File: src/rtl/alu_defs.sv
// Shared definitions for the ALU arbiter: width, opcode map, FSM state encoding.
package alu_defs;

    localparam int W = 32;

    localparam logic [3:0] OP_ADD = 4'b0000;
    localparam logic [3:0] OP_SUB = 4'b0001;
    localparam logic [3:0] OP_CMP = 4'b0010;
    localparam logic [3:0] OP_AND = 4'b0011;
    localparam logic [3:0] OP_OR  = 4'b0100;
    localparam logic [3:0] OP_XOR = 4'b0101;
    localparam logic [3:0] OP_NOT = 4'b0110;
    localparam logic [3:0] OP_MOV = 4'b0111;
    localparam logic [3:0] OP_SLL = 4'b1000;
    localparam logic [3:0] OP_SRL = 4'b1001;
    localparam logic [3:0] OP_SRA = 4'b1010;

    localparam logic [3:0] OPMAX = OP_SRA;

    typedef enum logic [1:0] {
        ST_IDLE  = 2'b00,
        ST_ISSUE = 2'b01,
        ST_WAIT  = 2'b10,
        ST_RESP  = 2'b11
    } state_t;

    // Only the shift ops produce a meaningful carry from the ALU.
    function automatic logic is_shift(input logic [3:0] op);
        return (op == OP_SLL) || (op == OP_SRL) || (op == OP_SRA);
    endfunction

endpackage

File: src/rtl/rr_arb2.sv
// Two-input round-robin arbiter; the pointer moves past the granted port on accept.
module rr_arb2 (
    input  logic       clk,
    input  logic       rst,
    input  logic [1:0] req,
    input  logic       accept,
    output logic [1:0] gnt
);

    logic ptr;

    always_comb begin
        gnt = 2'b00;
        case (req)
            2'b01:   gnt = 2'b01;
            2'b10:   gnt = 2'b10;
            2'b11:   gnt = ptr ? 2'b10 : 2'b01;
            default: gnt = 2'b00;
        endcase
    end

    always_ff @(posedge clk or posedge rst) begin
        if (rst) begin
            ptr <= 1'b0;
        end else if (accept && (gnt != 2'b00)) begin
            ptr <= gnt[0];
        end
    end

endmodule

File: src/rtl/alu_arb.sv
// Shares one registered ALU between two requesters, one op in flight at a time.
// Optional build macro ALU_ARB_CMP_FIX_EN: CMP issued as SUB, result reduced to an equality flag.
module alu_arb
    import alu_defs::*;
#(
    parameter int         W     = alu_defs::W,
    parameter logic [3:0] OPMAX = alu_defs::OPMAX
) (
    input  logic         clk,
    input  logic         rst,
    input  logic         req0_valid,
    output logic         req0_ready,
    input  logic [3:0]   req0_op,
    input  logic [W-1:0] req0_tr,
    input  logic [W-1:0] req0_sr,
    input  logic         req1_valid,
    output logic         req1_ready,
    input  logic [3:0]   req1_op,
    input  logic [W-1:0] req1_tr,
    input  logic [W-1:0] req1_sr,
    output logic         rsp0_valid,
    input  logic         rsp0_ready,
    output logic [W-1:0] rsp0_dr,
    output logic         rsp0_cf,
    output logic         rsp0_of,
    output logic         rsp0_err,
    output logic         rsp1_valid,
    input  logic         rsp1_ready,
    output logic [W-1:0] rsp1_dr,
    output logic         rsp1_cf,
    output logic         rsp1_of,
    output logic         rsp1_err,
    output logic [3:0]   alu_op,
    output logic [W-1:0] alu_tr,
    output logic [W-1:0] alu_sr,
    input  logic [W-1:0] alu_dr,
    input  logic         alu_cf,
    input  logic         alu_of
);

    state_t       state, state_nx;
    logic [1:0]   gnt;
    logic         accept;
    logic         owner;
    logic [3:0]   op_q;
    logic [W-1:0] dr_q;
    logic         cf_q, of_q, err_q;
    logic [3:0]   sel_op;
    logic [W-1:0] sel_tr, sel_sr;
    logic         sel_legal;
    logic         rsp_hs;

    function automatic logic [3:0] issue_op(input logic [3:0] op);
`ifdef ALU_ARB_CMP_FIX_EN
        return (op == OP_CMP) ? OP_SUB : op;
`else
        return op;
`endif
    endfunction

    rr_arb2 u_rr (
        .clk    (clk),
        .rst    (rst),
        .req    ({req1_valid, req0_valid}),
        .accept (accept),
        .gnt    (gnt)
    );

    // Ready is masked by rst so nothing looks accepted while reset is held.
    assign accept     = (state == ST_IDLE) && !rst && (gnt != 2'b00);
    assign req0_ready = accept && gnt[0];
    assign req1_ready = accept && gnt[1];

    assign sel_op    = gnt[1] ? req1_op : req0_op;
    assign sel_tr    = gnt[1] ? req1_tr : req0_tr;
    assign sel_sr    = gnt[1] ? req1_sr : req0_sr;
    assign sel_legal = (sel_op <= OPMAX);

    assign rsp0_valid = (state == ST_RESP) && !owner;
    assign rsp1_valid = (state == ST_RESP) && owner;
    assign rsp_hs     = owner ? (rsp1_valid && rsp1_ready) : (rsp0_valid && rsp0_ready);

    assign rsp0_dr  = dr_q;
    assign rsp0_cf  = cf_q;
    assign rsp0_of  = of_q;
    assign rsp0_err = err_q;
    assign rsp1_dr  = dr_q;
    assign rsp1_cf  = cf_q;
    assign rsp1_of  = of_q;
    assign rsp1_err = err_q;

    always_comb begin
        state_nx = state;
        case (state)
            ST_IDLE:  if (accept) state_nx = sel_legal ? ST_ISSUE : ST_RESP;
            ST_ISSUE: state_nx = ST_WAIT;
            ST_WAIT:  state_nx = ST_RESP;
            ST_RESP:  if (rsp_hs) state_nx = ST_IDLE;
            default:  state_nx = ST_IDLE;
        endcase
    end

    always_ff @(posedge clk or posedge rst) begin
        if (rst) begin
            state  <= ST_IDLE;
            owner  <= 1'b0;
            op_q   <= 4'b0000;
            alu_op <= 4'b0000;
            alu_tr <= '0;
            alu_sr <= '0;
            dr_q   <= '0;
            cf_q   <= 1'b0;
            of_q   <= 1'b0;
            err_q  <= 1'b0;
        end else begin
            state <= state_nx;
            if (accept) begin
                owner <= gnt[1];
                op_q  <= sel_op;
                // ALU operand registers only move for legal ops, so they read as ISSUE-stage drive.
                if (sel_legal) begin
                    alu_op <= issue_op(sel_op);
                    alu_tr <= sel_tr;
                    alu_sr <= sel_sr;
                end else begin
                    dr_q  <= '0;
                    cf_q  <= 1'b0;
                    of_q  <= 1'b0;
                    err_q <= 1'b1;
                end
            end
            if (state == ST_WAIT) begin
                dr_q  <= alu_dr;
                cf_q  <= is_shift(op_q) && alu_cf;
                of_q  <= alu_of;
                err_q <= 1'b0;
`ifdef ALU_ARB_CMP_FIX_EN
                if (op_q == OP_CMP) begin
                    dr_q <= {{(W-1){1'b0}}, (alu_dr == '0)};
                    cf_q <= 1'b0;
                end
`endif
            end
        end
    end

endmodule

File: config.mk
export PLATFORM = sky130hd
export DESIGN_NAME = alu_arb
export DESIGN_NICKNAME = d
export VERILOG_FILES = /design/src/rtl/alu_defs.sv /design/src/rtl/rr_arb2.sv /design/src/rtl/alu_arb.sv
export SDC_FILE = /design/constraint.sdc
export NUM_CORES = 1
export LEC_CHECK = 0
export ABC_CLOCK_PERIOD_IN_PS = 3100
export BUFFER_PORTS_ARGS = -buffer_cell sky130_fd_sc_hd__buf_2
export CAP_MARGIN = 20
export CORE_AREA = 3 3 123 125
export CTS_CLUSTER_SIZE = 30
export DETAILED_ROUTE_END_ITERATION = 10
export DIE_AREA = 0 0 126 128
export PLACE_DENSITY = 0.73
export SLEW_MARGIN = 20
export SYNTH_ARGS = -nofsm -noshare
export SYNTH_HDL_FRONTEND = slang
export SYNTH_SLANG_ARGS = --single-unit
File: constraint.sdc
create_clock -name clk -period 3.1 [get_ports clk]
set_input_delay 0.155 -clock clk [delete_from_list [all_inputs] [get_ports clk]]
set_output_delay 0.155 -clock clk [all_outputs]
set_load 0.01 [all_outputs]
==> results of run 1 <==
## worst paths after layout
path / start / end / slack [ns] / cells past startpoint
worst max-delay path: state[1] / alu_sr[6] / 0.50 / 7
worst min-delay path: rst / alu_op[1] / 0.02 / 3
worst max register to register: state[1] / alu_sr[6] / 0.50 / 7
worst min register to register: alu_tr[30] / alu_tr[30] / 0.48 / 1
max in group asynchronous: rst / alu_sr[21] / 1.84 / 4
min in group clk: alu_dr[14] / rsp0_dr[14] / 0.03 / 2
## state kept, by name (all words and copies together) (netlist names), 2 cells and up
signal / count
alu_op: 4
alu_sr: 32
alu_tr: 32
op_q: 4
rsp0_dr: 32
state: 2
## cells by family after synthesis
group           count (synthesis)  synth area share [%]
compound gates                 52                  8.35
fa+ha+maj                       3                 0.708
buf+inv                        67                  7.81
flops                         111                  52.4
mux                           136                  28.7
simple gates                   21                  2.10
## area by class of cell
type	count	area (um^2)	share of cell area (%)
Inverter	9	37.5	0.526
Clock inverter	7	95.1	1.33
Sequential cell	111	2780	38.9
Clock buffer	9	225	3.16
Multi-Input combinational cell	212	2130	29.9
Tap cell	180	225	3.16
Timing Repair Buffer	324	1640	23.0
## per-layer routing
layer / up-vias / routed length [um]
met4: 0 / 202
li1: 1920 / -
met3: 13 / 902
met1: 2006 / 5520
met5: - / 0
met2: 165 / 7550
## worst max-delay path: stages, from the launching register on
cell      delay [ns]
dfrtp_1         0.41
inv_1           0.09
ha_1            0.26
inv_2           0.08
or3_1           0.53
a211oi_4        0.22
buf_4           0.46
mux2_2          0.41
## stage by stage
step / area, um^2 / power (mW) / util, % / hold WS (ns)
floorplan: 5350 / 4.64 / - / 0.301
global route: 7140 / 7.30 / 51.0 / 0.0203
global placement: 6800 / 5.57 / 48.6 / 0.386
CTS: 7140 / 6.97 / 51.0 / 0.0159
detailed placement: 6820 / 5.69 / 48.7 / 0.391
finish: 7140 / 6.86 / 51.0 / 0.0222
## report_power, final
part | total, mW | switching, mW | internal, mW
sequential | 2.59 | 0.418 | 2.17
combinational | 3.04 | 1.53 | 1.51
clock | 1.24 | 0.527 | 0.710
## synthesized netlist by cell type, drive strengths merged, types with 2 or more instances
cell | count | area (um^2)
mux2 | 128 | 1440
dfrtp | 111 | 2780
buf | 48 | 343
a22o | 34 | 298
clkbuf | 10 | 37.5
inv | 9 | 33.8
mux2i | 8 | 80.1
nor2 | 7 | 26.3
a21oi | 5 | 25.0
nand2 | 4 | 15.0
ha | 3 | 37.5
nor2b | 3 | 18.8
o21ai | 3 | 15.0
a211oi | 2 | 27.5
a21o | 2 | 15.0
a221oi | 2 | 23.8
==> flow_metrics.env, run 1 <==
export IMPL_powerDensity_nw_per_um2=962
export IMPL_clkSlewWorstSetupHoldPaths_ns=0.07
export IMPL_worstSetupPathType="register to register"
export IMPL_fin_crit_ns=2.60
export IMPL_final_cell_mix="buf_2 (317), mux2_2 (116), dfrtp_1 (111), a22o_1 (34), mux2_1 (12)"
export IMPL_cts_resized_gates=0
export IMPL_grt_overflow=0
export IMPL_drt_iter0_markers=170
export IMPL_core_um2=14000
export IMPL_worstMarginPinSlew_ns=0.822
export IMPL_die_area_um2=16100
export IMPL_syn_area_um2=5310
export IMPL_ys_warn_count=0
export IMPL_start_kind="register"
export IMPL_synthFlopType="dfrtp_1"
export IMPL_post_cts_setup_buffers=0
export IMPL_p_leak_nw=3.70
export IMPL_initial_utilization_pct=37.9
export IMPL_layout_commonest_cell="buf_2"
export IMPL_syn_num_nets=569
export IMPL_placedCellCount=836
export IMPL_skew_ns=0.00720
export IMPL_tritoncts="yes"
export IMPL_vias_per_cell=4.82
export IMPL_rows=43
export IMPL_final_hold_violation_count=0
export IMPL_grt_busiest_layer="met2"
export IMPL_grt_max_degree=64
export IMPL_arrival_ns=2.84
export IMPL_layout_cells_non_filler=852
export IMPL_antenna_found_initial=0
export IMPL_route_detailed_drc=0
export IMPL_syn_inst=390
export IMPL_ioPinCount=318
export IMPL_cap_violations=0
export IMPL_relSlewSlack_pct=45.2
export IMPL_dr_pass1_iters=4
export IMPL_crit_path_max_fanout=40
export IMPL_required_ns=3.33
export IMPL_hpwl_um=11100
export IMPL_fill_cells=1253
export IMPL_hp_class="primary input to asynchronous set/reset pin"
export IMPL_postSynthAreaPerCell_um2=13.6
export IMPL_grt_pass1_wl_um=22200
export IMPL_setup_tns_ns=0
export IMPL_first_global_vias=4390
export IMPL_clock_path_buffers=2
export IMPL_drive_gt1_share_pct=68.8
export IMPL_die_w_um=126
export IMPL_end_kind="register"
export IMPL_yosysSeqAreaShare_pct=52.4
export IMPL_slew_violations=0
export IMPL_globalplace_congestion=0.827
export IMPL_timing_final_crit_share_pct=83.9
export IMPL_setup_ws_ns=0.499
export IMPL_die_h_um=128
export IMPL_synth_seq_cells=111
export IMPL_ant_nets=0
export IMPL_use_met2_pct=30.5
export IMPL_port_buffers=317
export IMPL_grt_total_usage_pct=17.1
export IMPL_post_place_ws_ns=0.500
export IMPL_use_met3_pct=3.71
export IMPL_synthToLayoutAreaGrowth_pct=34.5
export IMPL_ir_drop_mv=0.366
export IMPL_max_freq_mhz=384
export IMPL_numCtsBuffers=9
export IMPL_setup_viol=0
export IMPL_wl_per_cell_um=16.6
export IMPL_async_flop_share_pct=100
export IMPL_rsz0062_at_grt="no"
export IMPL_ctsHoldBuffers=0
export IMPL_routed_wl_um=14200
export IMPL_status="finished, final reports clean"
export IMPL_fin_nets=846
export IMPL_diodes=0
export IMPL_synth_edf_count=0
export IMPL_cts_root_buf="clkbuf_16"
export IMPL_htreeDepth=3
export IMPL_met1_usage_pct=20.5
export IMPL_yosysUniqueCellTypes=33
export IMPL_vias=4104
export IMPL_cts_sinks=111
export IMPL_insertion_delay_ns=0.35
Note: power is estimated with default switching activity, not from simulation.
==> run 2, diff against run 1 <==
--- a/config.mk
+++ b/config.mk
@@ -5,14 +5,15 @@
 export SDC_FILE = /design/constraint.sdc
 export NUM_CORES = 1
 export LEC_CHECK = 0
-export ABC_CLOCK_PERIOD_IN_PS = 3100
+export ABC_AREA = 1
+export ABC_CLOCK_PERIOD_IN_PS = 2600
 export BUFFER_PORTS_ARGS = -buffer_cell sky130_fd_sc_hd__buf_2
 export CAP_MARGIN = 20
 export CORE_AREA = 3 3 123 125
 export CTS_CLUSTER_SIZE = 30
 export DETAILED_ROUTE_END_ITERATION = 10
 export DIE_AREA = 0 0 126 128
-export PLACE_DENSITY = 0.73
+export PLACE_DENSITY = 0.72
 export SLEW_MARGIN = 20
 export SYNTH_ARGS = -nofsm -noshare
 export SYNTH_HDL_FRONTEND = slang
==> constraint.sdc (replaced) <==
create_clock -name clk -period 2.6 [get_ports clk]
set_input_delay 0.13 -clock clk [delete_from_list [all_inputs] [get_ports clk]]
set_output_delay 0.13 -clock clk [all_outputs]
set_load 0.01 [all_outputs]
==> run 2 against run 1 <==
  * First-iteration DRC count grew 26%
  * Sequential share of layout area down 2.8 points
  * Combinational power increased by 24%
  * Sequential cell count unchanged
  * Routed wire length increased by 25%
  * Sequential power increased by 20%
  * Power rose by 20%
  * Critical path depth increased by 1
  * Via count rose by 41%
  * Final cell count grew 45%
  * Register-to-register slack better by 0.07 ns
  * Global-route usage up 4.5 points
==> flow_metrics.env, run 2 <==
export IMPL_end_kind="output pin"
export IMPL_final_cell_mix="nand2_1 (414), buf_2 (317), dfrtp_1 (111), nand3_1 (103), dlygate4sd3_1 (31)"
export IMPL_setup_tns_ns=0
export IMPL_yosysTopAreaCell="dfrtp_1"
export IMPL_arrival_ns=2.21
export IMPL_route_detailed_drc=0
export IMPL_grt_overflow=0
export IMPL_hp_class="primary input to register"
export IMPL_port_buffers=317
export IMPL_max_freq_mhz=428
export IMPL_synth_top_cell_area_share_pct=49.6
export IMPL_start_kind="register"
export IMPL_ys_warn_count=0
export IMPL_die_w_um=126
export IMPL_globalplace_congestion=0.821
export IMPL_cts_root_buf="clkbuf_16"
export IMPL_wl_per_cell_um=14.3
export IMPL_synth_area_leaders="dfrtp_1 (50%), nand2_1 (28%), nand3_1 (9.2%)"
export IMPL_die_area_um2=16100
export IMPL_ioPinCount=318
export IMPL_layout_commonest_cell="nand2_1"
export IMPL_grt_max_degree=96
export IMPL_die_h_um=128
export IMPL_crit_path_max_fanout=30
export IMPL_rsz0062_at_grt="no"
export IMPL_clkSlewWorstSetupHoldPaths_ns=0.08
export IMPL_cap_violations=0
export IMPL_rows=43
export IMPL_synthToLayoutAreaGrowth_pct=37.3
export IMPL_antenna_found_initial=4
export IMPL_drt_iter0_markers=214
export IMPL_synthFlopType="dfrtp_1"
export IMPL_yosysUniqueCellTypes=22
export IMPL_insertion_delay_ns=0.34
export IMPL_placedCellCount=1186
export IMPL_status="finished, final reports clean"
export IMPL_worstMarginPinSlew_ns=0.650
export IMPL_syn_area_um2=5600
export IMPL_setup_viol=0
export IMPL_clock_path_buffers=2
export IMPL_required_ns=2.47
export IMPL_first_global_vias=5532
export IMPL_routed_wl_um=17700
export IMPL_cts_sinks=111
export IMPL_tritoncts="yes"
export IMPL_holdWs_ns=0.0235
export IMPL_timing_final_crit_share_pct=89.9
export IMPL_powerDensity_nw_per_um2=1070
export IMPL_numCtsBuffers=9
export IMPL_vias=5796
export IMPL_syn_num_nets=936
export IMPL_vias_per_cell=4.70
export IMPL_layout_cells_non_filler=1234
export IMPL_relSlewSlack_pct=56.7
export IMPL_postSynthAreaPerCell_um2=7.39
export IMPL_initial_utilization_pct=40.0
export IMPL_grt_pass1_wl_um=28200
export IMPL_fin_crit_ns=2.34
export IMPL_post_cts_setup_buffers=0
export IMPL_p_leak_nw=4.69
export IMPL_hpwl_um=12700
export IMPL_async_flop_share_pct=100
export IMPL_synthTopCellsByCount="nand2_1 (414), dfrtp_1 (111), nand3_1 (103)"
export IMPL_final_hold_violation_count=0
export IMPL_grt_total_usage_pct=21.6
export IMPL_yosysMostFrequentCell="nand2_1"
export IMPL_ir_drop_mv=0.474
export IMPL_fin_nets=1227
export IMPL_syn_inst=757
export IMPL_yosysSeqAreaShare_pct=49.6
export IMPL_dr_pass1_iters=4
export IMPL_synth_edf_count=0
export IMPL_htreeDepth=3
export IMPL_core_um2=14000
export IMPL_synth_seq_cells=111
export IMPL_slew_violations=0
export IMPL_worstSetupPathType="register to output pin"
export IMPL_ant_nets=0
export IMPL_skew_ns=0.0135
export IMPL_drive_gt1_share_pct=33.6
-- run 2: cell count changes in the layout (fill, tap and decap cells not counted), sizes merged, moves of 3 or more --
| cell | before | now |
|---|---|---|
| nand3 | 0 | 104 |
| nor2 | 7 | 11 |
| dlygate4sd3 | 0 | 31 |
| buf | 324 | 330 |
| mux2 | 128 | 0 |
| mux2i | 8 | 0 |
| nor2b | 3 | 0 |
| a22o | 34 | 0 |
| o21ai | 3 | 6 |
| inv | 9 | 16 |
| nand2 | 4 | 418 |
-- run 2: per-layer routing --
layer / vias up / GRT usage (%) / part of all wire, %
li1: 2898 / - / -
met1: 2635 / 26.8 / 41
met2: 228 / 37.2 / 50
met3: 27 / 5.63 / 7.6
met4: 8 / 6.25 / 1.7
met5: - / 0 / 0.23
-- run 2: metrics by stage --
step                      worst slack (ns)  utilization [%]  area, um^2  total power, mW
after floorplan                      0.898                -        5600             5.48
after global placement               0.540             50.5        7070             6.82
after detailed placement             0.522             50.5        7070             6.89
after CTS                            0.140             54.9        7670             8.35
after global routing                0.0759             54.9        7680             8.94
final                                0.262             54.9        7680             8.25
-- run 2: path summary, 6_finish.rpt --
| check | startpoint | endpoint | slack, ns | cells past startpoint |
|---|---|---|---|---|
| max | state[0] | req0_ready | 0.26 | 8 |
| min | alu_dr[29] | rsp0_dr[29] | 0.02 | 3 |
| max reg2reg | state[0] | rsp0_dr[21] | 0.57 | 9 |
| min reg2reg | alu_tr[27] | alu_tr[27] | 0.47 | 2 |
| max in group asynchronous | rst | alu_op[3] | 1.41 | 4 |
| min in group asynchronous | rst | alu_tr[22] | 0.35 | 3 |
-- run 2: power by group --
group          switching (mW)  internal, mW
Sequential              0.515          2.59
Clock                   0.634         0.756
Combinational            2.29          1.47
Total                    3.43          4.82
-- run 2: kinds of logic (layout without fill, tap and decap cells) --
logic type / count (synthesis) / after routing / share of synthesized area (%)
fa+ha+maj: 3 / 3 / 0.671
simple gates: 537 / 537 / 39.0
compound gates: 10 / 10 / 0.961
buf+inv: 96 / 392 / 9.77
flops: 111 / 111 / 49.6
other cells: 0 / 1 / 0
-- run 2: layout make-up --
cell class              count  area, um^2
repair buffers            361        2050
well taps                 180         225
diodes                      1        2.50
multi-input cells         550        2270
clock inverters             6        66.3
clock buffers              10         229
flip-flops and latches    111        2780
fillers                  1410        6310
inverters                  15        60.1
-- run 2: repair_timing --
action	CTS	global route
setup endpoints to repair	0	1
hold buffers	31	0
gates resized for setup	0	1
endpoints found under the hold margin	46	0
-- run 2: critical path, stage by stage (launching register included) --
cell and delay (ns):
dfrtp_1 0.39, inv_1 0.10, ha_1 0.23, inv_1 0.10, nor3_4 0.25, buf_6 0.28
inv_1 0.14, nor2_1 0.20, buf_2 0.17
==> run 3, diff against run 2 <==
--- a/config.mk
+++ b/config.mk
@@ -6,7 +6,7 @@
 export NUM_CORES = 1
 export LEC_CHECK = 0
 export ABC_AREA = 1
-export ABC_CLOCK_PERIOD_IN_PS = 2600
+export ABC_CLOCK_PERIOD_IN_PS = 2400
 export BUFFER_PORTS_ARGS = -buffer_cell sky130_fd_sc_hd__buf_2
 export CAP_MARGIN = 20
 export CORE_AREA = 3 3 123 125
==> constraint.sdc (replaced) <==
create_clock -name clk -period 2.4 [get_ports clk]
set_input_delay 0.12 -clock clk [delete_from_list [all_inputs] [get_ports clk]]
set_output_delay 0.12 -clock clk [all_outputs]
set_load 0.01 [all_outputs]
==> run 3 against run 2 <==
  * Worst setup slack improved by 0.037 ns
  * Register-to-register slack got worse by 0.20 ns
  * Power increased by 8.8%
  * Critical path type unchanged
  * Critical endpoint unchanged
==> flow_metrics.env, run 3 (synthesis gave the netlist of run 2 again) <==
export IMPL_status="finished, final reports clean"
export IMPL_drt_iter0_markers=205
export IMPL_grt_max_degree=66
export IMPL_final_hold_violation_count=0
export IMPL_first_global_vias=5579
export IMPL_finalPower_mw=8.98
export IMPL_wl_per_cell_um=14.3
export IMPL_worstSetupPathType="register to output pin"
export IMPL_post_place_ws_ns=0.411
export IMPL_whs_path_depth=3
export IMPL_timing_rr_end="state[0]"
export IMPL_port_buffers=317
export IMPL_cap_violations=0
export IMPL_final_cell_mix="nand2_1 (414), buf_2 (317), dfrtp_1 (111), nand3_1 (103), dlygate4sd3_1 (33)"
export IMPL_cts_resized_gates=0
export IMPL_fin_nets=1232
export IMPL_required_ns=2.28
export IMPL_rsz0062_at_grt="no"
export IMPL_min_delay_start="alu_cf"
export IMPL_clkSlewWorstSetupHoldPaths_ns=0.07
export IMPL_fill_cells=1366
export IMPL_insertion_delay_ns=0.35
export IMPL_synthToLayoutAreaGrowth_pct=37.7
export IMPL_crit_path_max_fanout=6
export IMPL_drive_gt1_share_pct=33.8
export IMPL_dr_pass1_iters=4
export IMPL_reg2regPathDepth=8
export IMPL_vias_per_cell=4.67
export IMPL_grt_pass1_wl_um=28000
export IMPL_die_h_um=128
export IMPL_holdWs_ns=0.0629
export IMPL_crit_top_cell="inv_1"
export IMPL_skew_ns=0.00976
export IMPL_post_cts_setup_buffers=0
export IMPL_fin_util_pct=55.1
export IMPL_vias=5786
export IMPL_setup_viol=0
export IMPL_start_kind="register"
export IMPL_cts_sinks=111
export IMPL_crit_family="buffers and inverters"
export IMPL_crit_buf_inv=4
export IMPL_core_um2=14000
export IMPL_r2r_slack_ns=0.37
export IMPL_layout_commonest_cell="nand2_1"
export IMPL_grt_overflow=0
export IMPL_placedCellCount=1189
export IMPL_antenna_found_initial=0
export IMPL_postLayoutCellArea_um2=7700
export IMPL_hpwl_um=13000
export IMPL_grt_total_usage_pct=21.5
export IMPL_die_w_um=126
export IMPL_p_leak_nw=4.69
export IMPL_ant_nets=0
export IMPL_critPathSlowestCell="dfrtp_1"
export IMPL_crit_chain="inv_1 -> ha_1 -> inv_1 -> nor3_4 -> inv_1 -> nor2_1 -> buf_2"
export IMPL_route_detailed_drc=0
export IMPL_relSlewSlack_pct=45.4
export IMPL_ioPinCount=318
export IMPL_regToRegStartpoint="state[0]"
export IMPL_slew_violations=0
export IMPL_layout_cells_non_filler=1238
export IMPL_arrival_ns=1.98
export IMPL_powerDensity_nw_per_um2=1160
export IMPL_initial_utilization_pct=40.0
export IMPL_die_area_um2=16100
export IMPL_tritoncts="yes"
export IMPL_placedInstanceArea_um2=7070
export IMPL_cts_root_buf="clkbuf_16"
export IMPL_globalplace_congestion=0.813
export IMPL_routed_wl_um=17800
export IMPL_worstMarginPinSlew_ns=0.818
export IMPL_ir_drop_mv=0.425
export IMPL_setup_ws_ns=0.299
export IMPL_worst_path_largest_cell_delay_ns=0.39
export IMPL_fin_crit_ns=2.10
export IMPL_rows=43
export IMPL_clock_path_buffers=2
export IMPL_max_freq_mhz=476
export IMPL_end_kind="output pin"
export IMPL_hp_class="primary input to register"
export IMPL_critPathLaunch="state[0]"
export IMPL_timing_final_crit_share_pct=87.6
export IMPL_htreeDepth=3
export IMPL_setup_tns_ns=0
export IMPL_min_to="rsp0_cf"
export IMPL_numCtsBuffers=9
[run 3: changes by cell type in the layout (fill, tap and decap cells not counted), sizes merged]
cell | previous run | this run
buf | 330 | 333
clkbuf | 10 | 11
clkinv | 3 | 1
clkinvlp | 1 | 3
dlygate4sd3 | 31 | 33
inv | 16 | 14
[run 3: timing repair]
action | 4_1_cts | 5_1_grt
endpoints found under the hold margin | 65 | 0
hold buffers | 33 | 0
setup endpoints to repair | 0 | 0
[run 3: worst max path at each step]
stage / end / slack [ns] / depth (start not counted)
2_1_floorplan: u_rr.ptr / 0.70 / 8
4_1_cts: req0_ready / 0.28 / 7
3_3_place_gp: state[0] / 0.46 / 8
3_5_place_dp: state[0] / 0.41 / 8
5_1_grt: req0_ready / 0.16 / 7
6_report: req0_ready / 0.30 / 7
[run 3: power by group]
part	total, mW	leakage [nW]	switching [mW]	internal (mW)
logic	4.06	3.16	2.48	1.58
clock network	1.54	0.144	0.676	0.865
registers	3.37	1.39	0.568	2.81
total	8.98	4.69	3.72	5.25
[run 3: final cells by class]
cell class | instances | area (um^2) | share of cell area (%)
Sequential cell | 111 | 2780 | 36.1
Multi-Input combinational cell | 550 | 2270 | 29.5
Timing Repair Buffer | 366 | 2060 | 26.8
Clock buffer | 11 | 253 | 3.28
Tap cell | 180 | 225 | 2.92
Inverter | 15 | 60.1 | 0.779
Clock inverter | 4 | 53.8 | 0.698
Antenna cell | 1 | 2.50 | 0.0325
[run 3: worst register-to-register path: stages, from the launching register on]
cell and delay [ns]:
dfrtp_1 0.39, inv_1 0.11, ha_1 0.22, inv_1 0.10
nor3_4 0.31, buf_4 0.35, o21ai_0 0.21, nor3_1 0.16
a21oi_1 0.05
[run 3: routing by layer]
layer	routed length, um	up-vias	track usage (%)	part of all wire (%)
li1	-	2908	-	-
met1	7040	2624	25.8	40
met2	8970	237	38.1	51
met3	1430	17	5.33	8.1
met4	309	0	6.62	1.7
met5	0	-	0	0
